<file path="src/rtl/elev_pkg.sv">
// Shared types for the N-floor elevator controller: direction encoding, FSM states, one-hot check.
// Build option: ELEV_ESTOP_EN adds the ESTOP state (and the estop port on elevator_ctrl_n).
package elev_pkg;

    localparam int MAX_FLOORS = 16;

    typedef enum logic [1:0] {
        DIR_STOP = 2'b00,
        DIR_UP   = 2'b01,
        DIR_DOWN = 2'b10
    } dir_t;

`ifdef ELEV_ESTOP_EN
    typedef enum logic [2:0] {
        S_IDLE      = 3'd0,
        S_MOVE_UP   = 3'd1,
        S_MOVE_DOWN = 3'd2,
        S_DOOR_OPEN = 3'd3,
        S_ESTOP     = 3'd4
    } state_t;
`else
    typedef enum logic [2:0] {
        S_IDLE      = 3'd0,
        S_MOVE_UP   = 3'd1,
        S_MOVE_DOWN = 3'd2,
        S_DOOR_OPEN = 3'd3
    } state_t;
`endif

    // True when exactly one bit is set; callers zero-extend narrower vectors.
    function automatic logic onehot_valid(input logic [MAX_FLOORS-1:0] v);
        return (v != '0) && ((v & (v - 1'b1)) == '0);
    endfunction

endpackage

</file>
<file path="src/rtl/elev_req_bank.sv">
// Pending-request register (set/clear, clear wins) plus the above/below/here reductions
// relative to the car's current floor.
module elev_req_bank #(
    parameter int N_FLOORS = 3,
    parameter int FW       = 2
) (
    input  logic                clk,
    input  logic                rst,
    input  logic [N_FLOORS-1:0] set,
    input  logic [N_FLOORS-1:0] clr,
    input  logic [FW-1:0]       cur,
    output logic [N_FLOORS-1:0] pending,
    output logic                above,
    output logic                below,
    output logic                here
);

    always_ff @(posedge clk or negedge rst) begin
        if (!rst) begin
            pending <= '0;
        end else begin
            pending <= (pending | set) & ~clr;
        end
    end

    always_comb begin
        above = 1'b0;
        below = 1'b0;
        for (int i = 0; i < N_FLOORS; i++) begin
            if (i > int'(cur)) begin
                above = above | pending[i];
            end
            if (i < int'(cur)) begin
                below = below | pending[i];
            end
        end
        here = pending[cur];
    end

endmodule

</file>
<file path="src/rtl/elevator_ctrl_n.sv">
// N-floor SCAN elevator controller: request latching, travel FSM, door timer, idle logout.
// Build option: ELEV_ESTOP_EN adds the estop input and an ESTOP state released by admin.
module elevator_ctrl_n
    import elev_pkg::*;
#(
    parameter int  N_FLOORS    = 3,
    parameter int  DOOR_CYCLES = 8,
    parameter int  IDLE_LOGOUT = 64,
    localparam int FW          = (N_FLOORS > 2) ? $clog2(N_FLOORS) : 1
) (
    input  logic                clk,
    input  logic                rst,
    input  logic                movement,
    input  logic                admin,
`ifdef ELEV_ESTOP_EN
    input  logic                estop,
`endif
    input  logic [N_FLOORS-1:0] reqin,
    input  logic [N_FLOORS-1:0] reqout,
    input  logic [N_FLOORS-1:0] pres,
    output logic [1:0]          dir,
    output logic [N_FLOORS-1:0] door,
    output logic                logout,
    output logic [FW-1:0]       cur_floor,
    output logic [N_FLOORS-1:0] pending,
    output logic                pres_err,
    output state_t              state_dbg
);

    localparam int DW = $clog2(DOOR_CYCLES + 1);
    localparam int IW = $clog2(IDLE_LOGOUT + 1);
    localparam logic [N_FLOORS-1:0] FLOOR0 = N_FLOORS'(1);

    state_t                state, state_n;
    dir_t                  last_dir, dir_q;
    logic [FW-1:0]         pres_idx;
    logic                  pres_valid, pres_hit;
    logic [N_FLOORS-1:0]   new_req, bank_set, bank_clr, cur_onehot;
    logic                  above, below, here;
    logic [DW-1:0]         door_tmr;
    logic                  door_last, door_reload;
    logic [IW-1:0]         idle_cnt;
    logic                  idle_run;
    logic                  estop_now, estop_exit, estop_hold;

`ifdef ELEV_ESTOP_EN
    assign estop_now  = estop;
    assign estop_exit = !estop && admin;
    assign estop_hold = (state == S_ESTOP);
`else
    logic unused_admin;
    assign unused_admin = admin;
    assign estop_now    = 1'b0;
    assign estop_exit   = 1'b0;
    assign estop_hold   = 1'b0;
`endif

    // Car buttons only count while the login block grants movement.
    assign new_req    = reqout | (reqin & {N_FLOORS{movement}});
    assign cur_onehot = FLOOR0 << cur_floor;
    assign bank_set   = estop_hold ? '0 : new_req;
    assign bank_clr   = (state == S_DOOR_OPEN) ? cur_onehot : '0;

    elev_req_bank #(
        .N_FLOORS (N_FLOORS),
        .FW       (FW)
    ) u_req_bank (
        .clk     (clk),
        .rst     (rst),
        .set     (bank_set),
        .clr     (bank_clr),
        .cur     (cur_floor),
        .pending (pending),
        .above   (above),
        .below   (below),
        .here    (here)
    );

    assign pres_valid = onehot_valid(MAX_FLOORS'(pres));
    assign pres_hit   = pres_valid && ((pending & pres) != '0);

    always_comb begin
        pres_idx = '0;
        for (int i = 0; i < N_FLOORS; i++) begin
            if (pres[i]) begin
                pres_idx = FW'(i);
            end
        end
    end

    // A press at the open floor is cleared by the bank but still restarts the door timer.
    assign door_reload = (new_req & cur_onehot) != '0;
    assign door_last   = (door_tmr == DW'(DOOR_CYCLES - 1));
    assign idle_run    = (state == S_IDLE) && movement && (pending == '0) && (new_req == '0);

    always_comb begin
        state_n = state;
        case (state)
            S_IDLE: begin
                if (here) begin
                    state_n = S_DOOR_OPEN;
                end else if (above && below) begin
                    state_n = (last_dir == DIR_DOWN) ? S_MOVE_DOWN : S_MOVE_UP;
                end else if (above) begin
                    state_n = S_MOVE_UP;
                end else if (below) begin
                    state_n = S_MOVE_DOWN;
                end
            end
            S_MOVE_UP: begin
                if (pres_valid && (pres_hit || pres[N_FLOORS-1])) begin
                    state_n = S_DOOR_OPEN;
                end
            end
            S_MOVE_DOWN: begin
                if (pres_valid && (pres_hit || pres[0])) begin
                    state_n = S_DOOR_OPEN;
                end
            end
            S_DOOR_OPEN: begin
                if (door_last && !door_reload) begin
                    if (last_dir == DIR_DOWN) begin
                        if (below) begin
                            state_n = S_MOVE_DOWN;
                        end else if (above) begin
                            state_n = S_MOVE_UP;
                        end else begin
                            state_n = S_IDLE;
                        end
                    end else begin
                        if (above) begin
                            state_n = S_MOVE_UP;
                        end else if (below) begin
                            state_n = S_MOVE_DOWN;
                        end else begin
                            state_n = S_IDLE;
                        end
                    end
                end
            end
`ifdef ELEV_ESTOP_EN
            S_ESTOP: begin
                if (estop_exit) begin
                    state_n = S_IDLE;
                end
            end
`endif
            default: state_n = S_IDLE;
        endcase
        if (estop_now) begin
            state_n = S_ESTOP_OR_IDLE();
        end
    end

    // Without the estop build estop_now is tied low, so this never fires there.
    function automatic state_t S_ESTOP_OR_IDLE();
`ifdef ELEV_ESTOP_EN
        return S_ESTOP;
`else
        return S_IDLE;
`endif
    endfunction

    always_ff @(posedge clk or negedge rst) begin
        if (!rst) begin
            state     <= S_IDLE;
            last_dir  <= DIR_UP;
            cur_floor <= '0;
            door_tmr  <= '0;
            idle_cnt  <= '0;
            logout    <= 1'b0;
            pres_err  <= 1'b0;
        end else begin
            state    <= state_n;
            pres_err <= (pres != '0) && !pres_valid;
            if (pres_valid) begin
                cur_floor <= pres_idx;
            end
            if (state_n == S_MOVE_UP && state != S_MOVE_UP) begin
                last_dir <= DIR_UP;
            end else if (state_n == S_MOVE_DOWN && state != S_MOVE_DOWN) begin
                last_dir <= DIR_DOWN;
            end
            if (state == S_DOOR_OPEN && state_n == S_DOOR_OPEN) begin
                door_tmr <= door_reload ? '0 : door_tmr + 1'b1;
            end else begin
                door_tmr <= '0;
            end
            if (idle_run) begin
                if (idle_cnt == IW'(IDLE_LOGOUT - 1)) begin
                    logout   <= 1'b1;
                    idle_cnt <= '0;
                end else begin
                    logout   <= 1'b0;
                    idle_cnt <= idle_cnt + 1'b1;
                end
            end else begin
                logout   <= 1'b0;
                idle_cnt <= '0;
            end
        end
    end

    always_comb begin
        case (state)
            S_MOVE_UP:   dir_q = DIR_UP;
            S_MOVE_DOWN: dir_q = DIR_DOWN;
            default:     dir_q = DIR_STOP;
        endcase
    end

    assign dir       = dir_q;
    assign door      = (state == S_DOOR_OPEN) ? cur_onehot : '0;
    assign state_dbg = state;

endmodule
</file>
<file path="config.mk">
export PLATFORM = sky130hd
export DESIGN_NAME = elevator_ctrl_n
export DESIGN_NICKNAME = d
export VERILOG_FILES = /design/src/rtl/elev_pkg.sv /design/src/rtl/elev_req_bank.sv /design/src/rtl/elevator_ctrl_n.sv
export SDC_FILE = /design/constraint.sdc
export NUM_CORES = 1
export LEC_CHECK = 0
export CAP_MARGIN = 20
export CORE_ASPECT_RATIO = 1.5
export CORE_UTILIZATION = 25
export CTS_CLUSTER_DIAMETER = 100
export DETAILED_ROUTE_END_ITERATION = 10
export PLACE_DENSITY = 0.46
export SYNTH_ARGS = -nofsm -noshare
export SYNTH_HDL_FRONTEND = slang
export SYNTH_SLANG_ARGS = --single-unit
</file>
<file path="constraint.sdc">
create_clock -name clk -period 4.49 [get_ports clk]
set_clock_uncertainty 0.05 [all_clocks]
set_input_delay 0.898 -clock clk [delete_from_list [all_inputs] [get_ports clk]]
set_output_delay 0.898 -clock clk [all_outputs]
set_load 0.01 [all_outputs]
</file>
# [Word level (Yosys, flattened, before mapping)]
# Index checks and enable logic that the tools add are counted.
[totals] ff_bits=23 inputBits=13 elab_cells=98
[classes] addsub=3 order_cmp=6 eq_ne=11 shifts=1 mux=33 n_bitwise=11 n_reduce_logical=25
[op_table] cell="3-bit two-way mux" n=9
[op_table] cell="3-bit by 16-bit AND with 16-bit output" n=1
[op_table] cell="16-bit zero test" n=1
[op_table] cell="2-bit two-way mux" n=7
[op_table] cell="7-bit two-way mux" n=2
[op_table] cell="1-bit logical AND" n=13
[op_table] cell="3-bit AND" n=4
[op_table] cell="3-bit by 2-bit == test with 1-bit output, second input constant" n=4
[op_table] cell="3-bit case mux with 4 select lines" n=1
[op_table] cell="1-bit two-way mux" n=10
[op_table] cell="3-bit zero test" n=3
[op_table] cell="3-bit nonzero test" n=3
[op_table] cell="4-bit two-way mux" n=2
[op_table] cell="7-bit by 1-bit adder with 7-bit output, second input constant" n=1
[op_table] cell="7-bit by 6-bit == test with 1-bit output, second input constant" n=1
[op_table] cell="3-bit by 1-bit == test with 1-bit output, second input constant" n=2
[op_table] cell="3-bit bitwise OR" n=2
[op_table] cell="4-bit by 1-bit adder with 4-bit output, second input constant" n=1
[op_table] cell="4-bit by 3-bit == test with 1-bit output, second input constant" n=1
[op_table] cell="1-bit by 2-bit < comparator with 1-bit output, first input constant" n=2
[op_table] cell="2-bit case mux with 2 select lines" n=1
[op_table] cell="3-bit by 1-bit subtractor with 4-bit output, second input constant" n=1
[op_table] cell="2-bit by 3-bit < comparator with 1-bit output, second input constant" n=1
[op_table] cell="3-bit by 1-bit inequality test with 1-bit output, second input constant" n=1
[op_table] cell="other kinds (12)" n=16

# [Longest topological paths before layout]
[depth] ltp_word=15 mapped_depth=6

# [Modules after synthesis]
# From an unflattened synthesis, not the netlist that was laid out.
[unflattened] hier_cells=134 hier_area_um2=1218.7
[modules_own_cells] mod="elevator_ctrl_n" instances=1 cells_each=116 area_per_inst_um2=1068.5 seq_area_each_um2=501.7
[modules_own_cells] mod="elev_req_bank" instances=1 cells_each=18 area_per_inst_um2=150.1 seq_area_each_um2=75.1

# [Least setup slack after synthesis]
# Ideal clock, no wire load.
[synth_path] kind="input -> register" start="input pres[2]" end="register door_tmr[0]" arrival_time_ns=2.237 required_ns=4.332 path_slack_ns=2.096 cell_stages=5 path_buffers=0 path_cell_list="and4bb_1 -> nor3_1 -> a2111o_1 -> a22o_2 -> a2111oi_4"
[synth_between] elab_chain_cells=12 elab_cells_between_ends=18 cone_classes="add/sub: 1; eq/ne: 1; mux: 4; bitwise: 2; reduce/logical: 10"
[synth_rtl] element="from (decl)" line_no="elevator_ctrl_n.sv:20" text="input logic [N_FLOORS-1:0] pres,"
[synth_rtl] element="3-bit by 1-bit subtractor with 4-bit output" line_no="elev_pkg.sv:32" text="return (v != '0) && ((v & (v - 1'b1)) == '0);"
[synth_rtl] element="3-bit by 16-bit AND with 16-bit output" line_no="elev_pkg.sv:32"
[synth_rtl] element="16-bit zero test" line_no="elev_pkg.sv:32"
[synth_rtl] element="1-bit logical AND" line_no="elev_pkg.sv:32"
[synth_rtl] element="1-bit logical AND" line_no="elevator_ctrl_n.sv:80" text="assign pres_hit = pres_valid && ((pending & pres) != '0);"
[synth_rtl] element="1-bit logical OR (on tied branches)" line_no="elevator_ctrl_n.sv:116, elevator_ctrl_n.sv:111"
[synth_rtl] element="1-bit logical AND (on tied branches)" line_no="elevator_ctrl_n.sv:116, elevator_ctrl_n.sv:111"
[synth_rtl] element="3-bit two-way mux (on tied branches)" line_no="elevator_ctrl_n.sv:116, elevator_ctrl_n.sv:111"
[synth_rtl] element="3-bit case mux with 4 select lines *" line_no="elevator_ctrl_n.sv:98" text="case (state)"
[synth_rtl] element="3-bit by 2-bit == test with 1-bit output *" line_no="elevator_ctrl_n.sv:184" text="if (state == S_DOOR_OPEN && state_n == S_DOOR_OPEN) begin"
[synth_rtl] element="1-bit logical AND *" line_no="elevator_ctrl_n.sv:184"
[synth_rtl] element="4-bit two-way mux *" line_no="elevator_ctrl_n.sv:184"
[synth_rtl] element="to (signal assigned)" line_no="elevator_ctrl_n.sv:185" text="door_tmr <= door_reload ? '0 : door_tmr + 1'b1;"
[synth_rtl] element="to (decl)" line_no="elevator_ctrl_n.sv:40" text="logic [DW-1:0] door_tmr;"
# Mark *: on every way between the ends. The rest lies on a longest branch, timed or not.
# A chain may end at the register's enable or synchronous reset.

# [Worst setup path after layout]
[layout_path] start="register state[2], in the netlist state_dbg[2]" end="output door[1]"
[layout_between] elab_chain_cells=2
[layout_rtl] element="from (decl)" line_no="elevator_ctrl_n.sv:34" text="state_t state, state_n;"
[layout_rtl] element="from (signal assigned)" line_no="elevator_ctrl_n.sv:174" text="state <= state_n;"
[layout_rtl] element="3-bit by 2-bit == test with 1-bit output" line_no="elevator_ctrl_n.sv:213" text="assign door = (state == S_DOOR_OPEN) ? cur_onehot : '0;"
[layout_rtl] element="3-bit two-way mux" line_no="elevator_ctrl_n.sv:213"
[layout_rtl] element="to (decl)" line_no="elevator_ctrl_n.sv:22" text="output logic [N_FLOORS-1:0] door,"
# No other way between the ends.

==> impl_metrics.json <==
{
  "design.portCount": 28,
  "routed_wl_um": 3180,
  "reported_leakage_power_uw": 0.000695,
  "max_freq_ghz": 0.315,
  "critPathMaxStageDelay_ns": 0.61,
  "drt_iter0_markers": 37,
  "finalCritPeriodShare": 0.707,
  "synthesis.area_per_instance_um2": 9.56,
  "vias_per_cell": 4.77,
  "critical_path_peak_fanout": 9,
  "count_of_synthesis_stage_warnings_from_yosys": 0,
  "cts.reportedPaths.clkPinSlew_ns": 0.08,
  "grt_pass1_wl_um": 5460,
  "hold_slack_ns": 0.415,
  "clock_latency_ns": 0.26,
  "drc_violation_count_after_routing": 0,
  "type_of_element_launching_the_critical_path": "flip-flop",
  "gr-usage-all-layers": 0.130,
  "dr_total_vias": 1126,
  "cts_made_buffers": 3,
  "drive_above_1_share": 0.0595,
  "worstHoldPathType": "reg2reg",
  "worstMarginPinSlew_ns": 0.586,
  "setup_viol_count_final": 0,
  "crit_chain": "nand3b_1 > nor3b_1 > clkdlybuf4s50_1",
  "grt_setup_unrepaired": "no",
  "postSynthNetCount": 155,
  "final-hold-violation-count": 0,
  "cts-root-to-sink-buffers": 2,
  "timing.critical_path.arrival_ns": 2.23,
  "layout_commonest_cell": "sky130_fd_sc_hd__clkdlybuf4s50_1",
  "synthArstFlopShare": 1.00,
  "mappedNetlistArea_um2": 1340,
  "synth.yosys.seq_area_share": 0.431,
  "clock-sinks": 23,
  "power_per_cell_area_nw_per_um2": 368,
  "max_cap_viol_count": 0,
  "ys_ff_latch": 23,
  "worst_r2r_path_depth": 5,
  "antennaDiodeCount": 0,
  "end_kind": "output port",
  "number_of_antenna_violations_at_the_first_check_in_global_routing": 0,
  "reg_to_reg_critical_path_endpoint": "door_tmr[1]",
  "initial_core_util": 0.259,
  "maximum_number_of_pins_on_one_net_before_global_route_repair": 24,
  "finalCriticalPeriod_ns": 3.18,
  "placeableCoreArea_um2": 5160,
  "post_synth_num_cell_types": 45,
  "r2r_start": "cur_floor[0]",
  "final_standard_cell_utilization_of_the_core": 0.336,
  "drt-pass1-iter-count": 4,
  "placed_cells_incl_taps": 231,
  "gate_count_after_technology_mapping": 140,
  "drt-wirelength-per-cell_um": 13.5,
  "std_cell_rows": 32,
  "worst-setup-path-type": "reg2out",
  "status": "finished, final reports clean",
  "grt_overflow": 0,
  "routabilityCongestion": 0.746,
  "final_net_count": 184,
  "cp-startpoint": "state_dbg[2]",
  "tritoncts": "done",
  "fp.dieW_um": 61.8,
  "layout_common_cells": "sky130_fd_sc_hd__clkdlybuf4s50_1, sky130_fd_sc_hd__nor2_1, sky130_fd_sc_hd__dfrtp_1",
  "worstHoldPathCells": 1,
  "start_point_of_the_worst_hold_path": "idle_cnt[0]",
  "synth_largest_area_cell": "sky130_fd_sc_hd__dfrtp_1",
  "ys_top_cells_by_area": "sky130_fd_sc_hd__dfrtp_1, sky130_fd_sc_hd__nor2_1, sky130_fd_sc_hd__a2111oi_4",
  "required_time_of_the_worst_setup_path_ns": 3.54,
  "hold_buffers": 0,
  "place.detailed.hpwl_um": 2380,
  "report.final.slew_viol_count": 0,
  "clock_tree.root_cell": "sky130_fd_sc_hd__clkbuf_8",
  "vdd_ir_drop_max_mv": 0.139,
  "synthToLayoutAreaGrowth_pct": 29.8,
  "post-cts-setup-buffer-count": 0,
  "chipHeight_um": 91.6,
  "antenna_violating_nets_post_route": 0,
  "fin_cells": 236,
  "cts.htree.levels": 1,
  "synth_edf_count": 0,
  "port_buffers": 26,
  "slowest_stage": "sky130_fd_sc_hd__clkdlybuf4s50_1",
  "synth_top_cell_area_share": 0.411,
  "post_cts.resized_instances": 0,
  "grt_pass1_vias": 1143,
  "max_slew_margin": 0.609,
  "worst-r2r-setup-slack_ns": 2.26,
  "worst_hold_path.endpoint": "idle_cnt[0]",
  "total_negative_setup_slack_ns": 0,
  "postSynth.topFlopCell": "sky130_fd_sc_hd__dfrtp_1",
  "die_area_um2": 5660
}
[Yosys cell counts (2+ instances only)]
cell type,number
sky130_fd_sc_hd__inv_1,7
sky130_fd_sc_hd__and4bb_1,2
sky130_fd_sc_hd__a21o_1,3
sky130_fd_sc_hd__and3b_1,2
sky130_fd_sc_hd__ha_1,2
sky130_fd_sc_hd__nand2b_1,5
sky130_fd_sc_hd__dfrtp_1,22
sky130_fd_sc_hd__o21bai_1,3
sky130_fd_sc_hd__nor3_1,7
sky130_fd_sc_hd__xnor2_1,4
sky130_fd_sc_hd__nand2_1,6
sky130_fd_sc_hd__nand3b_1,3
sky130_fd_sc_hd__a221oi_1,2
sky130_fd_sc_hd__nor2_1,22
sky130_fd_sc_hd__o21ai_0,8
sky130_fd_sc_hd__nor3b_1,2
sky130_fd_sc_hd__a21oi_1,7
sky130_fd_sc_hd__a2111oi_4,2
sky130_fd_sc_hd__xor2_1,2
sky130_fd_sc_hd__nand3_1,4
[logic make-up (layout without fill, tap and decap cells)]
kind of cell / count (synthesis) / count (layout) / share of synthesized area
AO/OA/AOI/OAI: 37 / 37 / 0.226
XOR/XNOR: 6 / 6 / 0.0393
adder cells (fa/ha/maj): 2 / 2 / 0.0187
buffers and inverters: 10 / 38 / 0.0365
flip-flops: 23 / 23 / 0.431
multiplexers: 1 / 1 / 0.00748
other: 1 / 1 / 0.00280
AND/OR/NAND/NOR: 60 / 60 / 0.238
[registers in the layout, indices dropped and copies added, names as in the netlist]
signal / count
u_req_bank.pending: 3
pres_err: 1
idle_cnt: 7
state_dbg: 3
logout: 1
door_tmr: 4
cur_floor: 2
last_dir: 2
[critical path, delay by kind of cell (launching register included)]
family / cells / cell delay, ns
buffers and inverters: 1 / 0.61
DFF: 1 / 0.49
and+or+nand+nor: 2 / 0.87
[per-stage QoR]
stage	setup slack [ns]	power, µW	cell area, µm²
after floorplan	2.10	417	1340
after detailed placement	1.39	508	1660
after global routing	1.14	687	1740
after global placement	1.43	506	1660
final	1.31	640	1740
after CTS	1.27	647	1710
[worst max path at each step]
stage                  end  cells past startpoint
4_1_cts            door[1]                      3
5_1_grt            door[1]                      3
2_1_floorplan  door_tmr[0]                      5
6_report           door[1]                      3
3_3_place_gp   door_tmr[1]                      6
3_5_place_dp   door_tmr[1]                      6
[where the power goes]
part / switching, µW / internal (µW) / leakage [µW] / total [µW]
registers: 46.7 / 236 / 0.000289 / 283
clock network: 69.4 / 62.8 / 0.0000217 / 132
logic: 111 / 113 / 0.000384 / 224
total: 227 / 412 / 0.000695 / 640
[layout make-up]
type                    instances  area (µm²)
multi-input cells             107         713
flip-flops and latches         23         577
fillers                       526        3430
well taps                      68        85.1
clock buffers                   3        41.3
clock inverters                 1        7.51
inverters                       7        26.3
repair buffers                 27         288
[layer usage]
layer / GRT usage / wire length [µm]
met5: 0 / 0
met4: 0.0444 / 48
met3: 0.0212 / 127
met2: 0.215 / 1560
met1: 0.167 / 1440
No activity file was read; power rests on OpenSTA's default activity.
==> patch (same flow settings) <==
Build with the macro `ELEV_ESTOP_EN` defined.
--- a/src/rtl/elev_pkg.sv
+++ b/src/rtl/elev_pkg.sv
@@ -1,5 +1,7 @@
 // Shared types for the N-floor elevator controller: direction encoding, FSM states, one-hot check.
 // Build option: ELEV_ESTOP_EN adds the ESTOP state (and the estop port on elevator_ctrl_n).
+`define ELEV_ESTOP_EN
+
 package elev_pkg;
 
     localparam int MAX_FLOORS = 16;
Ports: changed (added estop); port bits go from 28 to 29. The function was not compared with the original's and may differ.
==> patch against the original RTL <==
- worst setup slack better by 110 ps
- critical endpoint is now door[0]
- design area decreased by 1.7%
- sequential cell count stayed put
- highest routed layer unchanged
- routed wire length up 2.4%
- register-to-register slack barely moved
- first-iteration DRC count up 14%
- total power shrank 16%
- area after synthesis down 2.4%
- synthesized cell count rose by 3.6%
==> patch: results (changes against the original RTL) <==
| Metric | Value |
|---|---|
| Hold/Removal Path Class | flop to flop |
| Largest regs | idle_cnt: 7 flops, door_tmr: 4 flops |
| Worst r2r dst | last_dir[1] |
| All-Layer GR Usage | 12.8% (-0.27 points) |
| Hold Path End | idle_cnt[0] |
| Leak | 0.681 nW (-2.0%) |
| Asr flop ratio synth | 100% (unchanged) |
| Total CTS buffers | 3 (unchanged) |
| Initial antenna violation count | 0 (unchanged) |
| Critical Path End | door[0] |
| Global-route wire length before repair | 5420 um (-0.75%) |
| # setup viols final | 0 (unchanged) |
| Via count | 1,163 (+3.3%) |
| Top cells by area, synth | dfrtp_1 42%, nor2_1 7.2%, a21oi_1 4.2%, nand3b_1 2.9%, xnor2_1 2.7% |
| Routability cong. | 0.742 (-0.52%) |
| Root Driver | clkbuf_8 |
| # diodes | 0 (unchanged) |
| FF-to-FF Start | cur_floor[1] |
| CTS Buffer Depth | 2 (unchanged) |
| Slew Viols, Final | 0 (unchanged) |
| Cell-internal power | 0.367 mW (-11%) |
| Primary FF master, synth | dfrtp_1 |
| CP startpoint | state_dbg[1] |
| Clock Latency Late Sink | 270 ps |
| CP max-delay cell | clkdlybuf4s50_1 |
| Crit-path max cell delay | 610 ps (about the same) |
| DRC | 0 (unchanged) |
| Top post-synthesis cells by count | 25 x nor2_1, 22 x dfrtp_1, 11 x a21oi_1 |
| Crit Path Max Fanout | 7 (-2) |
| Slew headroom | 67.6% (+6.8 points) |
| Net count after synthesis | 161 (+3.9%) |
| Ratio of cells with drive above 1 in the final layout | 5.23% (-0.72 points) |
| Nets | 189 (+2.7%) |
| WL final | 3250 um (+2.4%) |
| Cells on worst reg2reg path | 6 (+1) |
| Status | completed |
| Reg2reg setup slack | 2260 ps (about the same) |
| Yosys cell types | 43 (-4.4%) |
| Register area share after synthesis | 44.2% (+1.1 points) |
| Min-delay src | idle_cnt[0] |
| Placed wire-length estimate | 2420 um (+1.6%) |
| Hold depth | 1 (unchanged) |
| Hold slack | 407 ps (-7.50 ps) |
| Post-cts resize count | 0 (unchanged) |
| Post-CTS setup buffer count | 0 (unchanged) |
| DRT Pass-1 Iters | 4 (unchanged) |
| PortBufs | 28 (+7.7%) |
| H-Tree Depth | 1 (unchanged) |
| Yosys warnings | 0 (unchanged) |
| Detailed Route Iter0 Violations | 42 (+14%) |
| CTS clk-pin slew, worst paths | 90 ps |
| Max IR drop VDD | 112 uV (-20%) |
| CP arrival | 2110 ps (-120 ps) |
| Largest net degree at the start of global routing | 24 (unchanged) |
[patch: per-layer routing]
layer / GRT usage, % / share of wire, % / wire length [um] / vias up
li1: - / - / - / 565
met1: 17.6 / 46 / 1480 / 558
met2: 19.7 / 48 / 1580 / 38
met3: 2.15 / 5.4 / 177 / 2
met4: 4.17 / 0.55 / 18 / 0
met5: 0 / 0 / 0 / -
[patch: critical path: cells and delay by family (launching register included)]
kind / cells / cell delay, ps
buf+inv: 1 / 610
flops: 1 / 460
simple gates: 3 / 770
[patch: layout make-up]
class	count	area, um^2
clock inverters	1	5.00
flip-flops and latches	23	577
clock buffers	3	41.3
well taps	66	82.6
inverters	9	33.8
fillers	527	3220
multi-input cells	107	662
repair buffers	29	308
[patch: kinds of logic (layout without fill, tap and decap cells)]
group | Yosys count | count (layout) | share of synthesized area, %
flip-flops | 23 | 23 | 44.2
AO/OA/AOI/OAI | 38 | 38 | 19.9
adder cells (fa/ha/maj) | 2 | 2 | 1.92
buffers and inverters | 15 | 42 | 5.17
XOR/XNOR | 7 | 7 | 4.69
AND/OR/NAND/NOR | 59 | 59 | 23.4
multiplexers | 1 | 1 | 0.766
[patch: power groups by stage]
| stage | clock network, mW | registers [mW] | logic [mW] |
|---|---|---|---|
| 2_1_floorplan | 0 | 0.251 | 0.0988 |
| 3_3_place_gp | 0 | 0.262 | 0.146 |
| 3_5_place_dp | 0 | 0.262 | 0.147 |
| 4_1_cts | 0.140 | 0.259 | 0.148 |
| 5_1_grt | 0.144 | 0.264 | 0.165 |
| 6_report | 0.131 | 0.259 | 0.149 |
[patch: per-stage QoR]
stage	cells	instance area (um^2)	worst slack (ps)
after global placement	233	1640	1530
after CTS	237	1680	1370
after global routing	238	1710	1250
after floorplan	145	1310	2130
after detailed placement	233	1640	1450
final	238	1710	1430
